**src/rtl/elink_byte_aligner.sv**
```systemverilog
`timescale 1ns/1ps
`default_nettype none
// ============================================================================
//  Module      : elink_byte_aligner
//  Description : Receive-side bit aligner for N_LINKS elinks. Each link scans
//                a 16-bit window {previous byte, current byte} for SYNC_BYTE,
//                verifies it LOCK_COUNT times at the same bit offset, then
//                locks. Once every link is locked, aligned bytes are forwarded
//                on an AXI-Stream output register.
//  Ports       : clk160, clk160_aresetn       - clock, async active-low reset
//                S_AXIS_tdata/tvalid/tready   - raw bytes in, link i at [8i+:8]
//                M_AXIS_tdata/tvalid/tready   - aligned bytes out
//                relock                       - per-link restart-search pulse
//                locked                       - per-link lock status
//                offset                       - per-link bit offset, [3i+:3]
//  Revision    : 1.0 - initial release
// ============================================================================
module elink_byte_aligner #(
    parameter int          N_LINKS    = 1,
    parameter logic [7:0]  SYNC_BYTE  = 8'h9C,
    parameter int          LOCK_COUNT = 4
) (
    input  logic                   clk160,
    input  logic                   clk160_aresetn,
    input  logic [N_LINKS*8-1:0]   S_AXIS_tdata,
    input  logic                   S_AXIS_tvalid,
    output logic                   S_AXIS_tready,
    output logic [N_LINKS*8-1:0]   M_AXIS_tdata,
    output logic                   M_AXIS_tvalid,
    input  logic                   M_AXIS_tready,
    input  logic [N_LINKS-1:0]     relock,
    output logic [N_LINKS-1:0]     locked,
    output logic [N_LINKS*3-1:0]   offset
);

    localparam int CNT_W = $clog2(LOCK_COUNT + 1);

    typedef enum logic [1:0] {
        ST_SEARCH = 2'd0,
        ST_VERIFY = 2'd1,
        ST_LOCKED = 2'd2
    } state_t;

    logic                  accept_w;
    logic                  all_locked_w;
    logic [N_LINKS*8-1:0]  aligned_w;
    logic                  m_valid_q, m_valid_d;
    logic [N_LINKS*8-1:0]  m_data_q, m_data_d;

    // Input is blocked only while a beat is stalled in the output register.
    assign S_AXIS_tready = !m_valid_q || M_AXIS_tready;
    assign accept_w      = S_AXIS_tvalid && S_AXIS_tready;
    assign all_locked_w  = &locked;

    generate
        for (genvar i = 0; i < N_LINKS; i++) begin : g_link
            state_t            state_q, state_d;
            logic [CNT_W-1:0]  cnt_q, cnt_d;
            logic [CNT_W-1:0]  cnt_inc_w;
            logic [2:0]        off_q, off_d;
            logic [7:0]        prev_q;
            logic [15:0]       win_w;
            logic              hit_w;
            logic [2:0]        hit_k_w;

            assign win_w     = {prev_q, S_AXIS_tdata[8*i +: 8]};
            assign cnt_inc_w = cnt_q + CNT_W'(1);

            // Scan from the top so the lowest matching offset wins.
            always_comb begin
                hit_w   = 1'b0;
                hit_k_w = 3'd0;
                for (int k = 7; k >= 0; k--) begin
                    if (win_w[k +: 8] == SYNC_BYTE) begin
                        hit_w   = 1'b1;
                        hit_k_w = 3'(k);
                    end
                end
            end

            always_comb begin
                state_d = state_q;
                cnt_d   = cnt_q;
                off_d   = off_q;
                if (relock[i]) begin
                    state_d = ST_SEARCH;
                    cnt_d   = '0;
                end else if (accept_w) begin
                    case (state_q)
                        ST_SEARCH: begin
                            if (hit_w) begin
                                off_d   = hit_k_w;
                                cnt_d   = CNT_W'(1);
                                state_d = ST_VERIFY;
                            end
                        end
                        ST_VERIFY: begin
                            if (win_w[off_q +: 8] == SYNC_BYTE) begin
                                cnt_d = cnt_inc_w;
                                if (cnt_inc_w == CNT_W'(LOCK_COUNT)) begin
                                    state_d = ST_LOCKED;
                                end
                            end else begin
                                // Offset is intentionally retained on a break.
                                state_d = ST_SEARCH;
                                cnt_d   = '0;
                            end
                        end
                        ST_LOCKED: ;
                        default: begin
                            state_d = ST_SEARCH;
                            cnt_d   = '0;
                        end
                    endcase
                end
            end

            always_ff @(posedge clk160 or negedge clk160_aresetn) begin
                if (!clk160_aresetn) begin
                    state_q <= ST_SEARCH;
                    cnt_q   <= '0;
                    off_q   <= 3'd0;
                    prev_q  <= 8'd0;
                end else begin
                    state_q <= state_d;
                    cnt_q   <= cnt_d;
                    off_q   <= off_d;
                    // History follows every accepted byte, relock or not.
                    if (accept_w) begin
                        prev_q <= S_AXIS_tdata[8*i +: 8];
                    end
                end
            end

            assign locked[i]            = (state_q == ST_LOCKED);
            assign offset[3*i +: 3]     = off_q;
            assign aligned_w[8*i +: 8]  = win_w[off_q +: 8];
        end
    endgenerate

    // Output register: lock state is sampled before this edge's update, so the
    // byte that completes lock is dropped and a pending beat is never withdrawn.
    always_comb begin
        m_valid_d = m_valid_q;
        m_data_d  = m_data_q;
        if (accept_w && all_locked_w) begin
            m_valid_d = 1'b1;
            m_data_d  = aligned_w;
        end else if (m_valid_q && M_AXIS_tready) begin
            m_valid_d = 1'b0;
        end
    end

    always_ff @(posedge clk160 or negedge clk160_aresetn) begin
        if (!clk160_aresetn) begin
            m_valid_q <= 1'b0;
            m_data_q  <= '0;
        end else begin
            m_valid_q <= m_valid_d;
            m_data_q  <= m_data_d;
        end
    end

    assign M_AXIS_tvalid = m_valid_q;
    assign M_AXIS_tdata  = m_data_q;

endmodule
`default_nettype wire

```
**config.mk**
```make
export PLATFORM = sky130hd
export DESIGN_NAME = elink_byte_aligner
export DESIGN_NICKNAME = d
export VERILOG_FILES = /design/src/rtl/elink_byte_aligner.sv
export SDC_FILE = /design/constraint.sdc
export NUM_CORES = 1
export LEC_CHECK = 0
export ABC_AREA = 0
export BUFFER_PORTS_ARGS = -buffer_cell sky130_fd_sc_hd__buf_2
export CORE_MARGIN = 1
export CORE_UTILIZATION = 40
export CTS_CLUSTER_SIZE = 8
export DETAILED_ROUTE_END_ITERATION = 10
export HOLD_SLACK_MARGIN = 0.1
export PLACE_DENSITY = 0.71
export SKIP_CTS_REPAIR_TIMING = 1
export SLEW_MARGIN = 20
export SYNTH_ARGS = -nofsm -noshare
export SYNTH_HDL_FRONTEND = slang
export SYNTH_SLANG_ARGS = --single-unit
export TNS_END_PERCENT = 20
```
**constraint.sdc**
```tcl
create_clock -name clk160 -period 2.05 [get_ports clk160]
set_input_delay 0.3075 -clock clk160 [delete_from_list [all_inputs] [get_ports clk160]]
set_output_delay 0.3075 -clock clk160 [all_outputs]
set_load 0.005 [all_outputs]
```
==> flow_summary.toml <==
[synthesis]
synthTopCellsByArea = "dfrtp_1 (35%), nand2_1 (8.4%), mux4_2 (7.9%), mux2i_1 (5.3%), nor4bb_1 (4.7%)"
syn-num-nets = 183
synthArstFlopShare_pct = 100.0
synth_top_cell_area_share_pct = 35.19
ys_seq_elements = 24
synth_top_cell_by_area = "dfrtp_1"
synthesis.area_sq_mm = 0.001707
yosys_warnings = 0
synth_cells = 168
ys_seq_area_share_pct = 35.19
syn_area_per_cell_sq_um = 10.16
ys.flop_type = "dfrtp_1"
ys_types = 46
synth_most_common_cell = "nand2_1"
synth_common_cells = "nand2_1 (38), dfrtp_1 (24), mux2i_1 (9)"
synth_edf_count = 0

[drt]
antenna_left = 0
finalWirelength_microns = 4414
drt_iter0_drc = 74
wire_per_inst_microns = 15.27
vias = 1584
drcViolationCount = 0
via_per_inst = 5.481
drtPass1Iterations = 4

[status]
status = "finished with violations"
violations = "setup timing"

[critical_path]
path_depth = 6
slowest_stage = "mux4_2"
crit_required_ns = 2.27
path_buf_inv = 0
reg2regPathDepth = 6
cp-end-kind = "register"
cp-start-kind = "register"
crit_family = "simple AND/OR/NAND/NOR gates"
crit_type = "reg -> reg"
regToRegSetupSlack_ns = -0.16
r2r_end = "g_link[0].cnt_q[0]$_DFFE_PN0P_"
cp_max_fo = 5
worstPathCellList = "mux4_2 > a211o_1 > nor4_4 > o2111ai_2 > or4_1 > nand3_1"
max_stage_delay_ns = 0.54
cp_data_arrival_time_ns = 2.44
timing.rr.start = "offset[2]$_DFFE_PN0P_"

[pwr]
p_clk_share_pct = 33.4
power.internal_w = 0.0009506
p_per_area_mw_per_mm2 = 553.8
pwr-share-seq_pct = 40.0
vdd_drop_max_v = 0.0003031
swShare_pct = 26.80
combPwrFrac_pct = 26.6
leakage_nw = 1.136
power_switching_w = 0.0003481

[placement]
dp.cells = 284
place_congestion = 0.8552
place_ws_ns = -0.2040
portBuffers = 26
dp_hpwl_microns = 3331

[timing]
worst_slew_pin_slew_ns = 0.5546
hold_viol = 0
clock.fmax_mhz = 451.8
slew_violations = 0
setup_violations = 6
fin_ws_ns = -0.1632
hold_slack_ns = 0.3177
rsz0062_at_grt = "true"
fin_crit_ns = 2.213
fin_crit_sh_pct = 108.0
slew_headroom_pct = 63.03
setup_tns_ns = -0.4405
clock_skew_ns = 0.006926

[global_routing]
grt_max_degree = 25
groute.usage.overall_pct = 22.14
grt.overflow.total = 0
antenna_found_initial = 0
grt_pass1_vias = 1523
grt_first_pass_wirelength_microns = 7465

[hold_path]
min_to = "g_link[0].prev_q[3]$_DFFE_PN0P_"
hold_path_class = "in -> reg"
hold_depth = 3
hold_start = "S_AXIS_tdata[3]"

[cts]
cts-htree-levels = 1
clk_pin_slew_ns = 0.10
cts-buffers-inserted = 3
cts_tree = "done"
cts_sinks = 24
cts_buffer_depth = 2
clk_root_buffer_cell = "clkbuf_8"
clk_latency_ns = 0.28

[floorplan]
die-width_microns = 67.32
rows = 23
start_util_pct = 42.06
ios = 27
die_area_sq_mm = 0.004532
core-area_sq_mm = 0.004058
die_h_microns = 67.32

[final_layout]
utilization_pct = 57.79
antenna_cells_inserted = 0
multi_input_area_sq_mm = 0.001080
fin_cells = 289
drive_above_1_share_pct = 43.51
register_area_sq_um = 604.3
fin_nets = 255
syn_to_final_growth_pct = 37.39
fillers = 357

[flow_run]
maxCapViolations = 0
-- tightest hold or removal path, delay by kind of cell --
| kind | cells | cell delay (ns) |
|---|---|---|
| and+or+nand+nor | 2 | 0.11 |
| buffers and inverters | 1 | 0.14 |
-- final cells by class --
cell class | count | area share (%)
repair buffers | 77 | 21.99
flip-flops and latches | 24 | 25.77
clock inverters | 1 | 1.281
clock buffers | 3 | 1.761
inverters | 3 | 0.4803
multi-input cells | 131 | 46.05
well taps | 50 | 2.668
-- metal layers --
layer,global-route usage (%),routed length (microns),up-vias
met5,0,0,-
met4,3.989,32,0
met3,3.041,160,5
met2,38.25,2176,30
met1,29.52,2045,766
li1,-,-,783
-- state kept, by name, summed over array words and instances (netlist names) --
register and cells:
g_link.prev_q 7, M_AXIS_tdata 8, g_link.cnt_q 3, M_AXIS_tvalid 1
offset 3, g_link.state_q 2
-- how the worst max path moves through the flow --
stage / startpoint / endpoint / slack (ns)
after global placement: offset[1]$_DFFE_PN0P_ / g_link[0].cnt_q[0]$_DFFE_PN0P_ / -0.17
after detailed placement: offset[1]$_DFFE_PN0P_ / g_link[0].cnt_q[0]$_DFFE_PN0P_ / -0.20
after global routing: offset[1]$_DFFE_PN0P_ / g_link[0].cnt_q[0]$_DFFE_PN0P_ / -0.28
after floorplan: offset[2]$_DFFE_PN0P_ / g_link[0].cnt_q[0]$_DFFE_PN0P_ / -0.17
final: offset[2]$_DFFE_PN0P_ / g_link[0].cnt_q[0]$_DFFE_PN0P_ / -0.16
after CTS: offset[1]$_DFFE_PN0P_ / g_link[0].cnt_q[0]$_DFFE_PN0P_ / -0.25
-- cell families after synthesis --
group / share of synthesized area (%)
AOI/OAI and AO/OA: 15.47
adders and majority gates: 1.466
buffers and inverters: 4.106
and+or+nand+nor: 23.02
DFF: 35.19
muxes: 20.23
xor gates and xnor gates: 0.5133
-- cells in the final DEF (no fill, tap or decap), drive strengths merged, types with 2 or more instances in the layout --
cell type  netlist  routed
o31ai            2       2
clkbuf           5       3
and4bb           4       4
nand3            5       5
a22oi            2       2
ha               2       2
a21oi            4       4
or4              2       2
mux4             8       8
dfrtp           24      24
o211ai           2       2
nand2           38      38
mux2             6       6
o21a             6       6
nor2b            2       2
nor2             3       3
o21ai            9       9
mux2i            9       9
buf              5      76
inv              3       3
nor4bb           8       8
-- power by group through the flow --
stage / clock network (W) / logic (W) / registers, W
2_1_floorplan: 0 / 0.000166 / 0.000522
3_3_place_gp: 0 / 0.000334 / 0.000525
3_5_place_dp: 0 / 0.000336 / 0.000527
4_1_cts: 0.000436 / 0.000338 / 0.000518
5_1_grt: 0.000455 / 0.000379 / 0.000524
6_report: 0.000434 / 0.000346 / 0.000519
-- metrics by stage --
| stage | instance area [sq um] | total power, W |
|---|---|---|
| after CTS | 2288 | 0.001292 |
| after global routing | 2345 | 0.001357 |
| after floorplan | 1712 | 0.0006876 |
| after global placement | 2217 | 0.0008593 |
| final | 2345 | 0.001299 |
| after detailed placement | 2217 | 0.0008635 |
No activity file was read; power rests on OpenSTA's default activity.
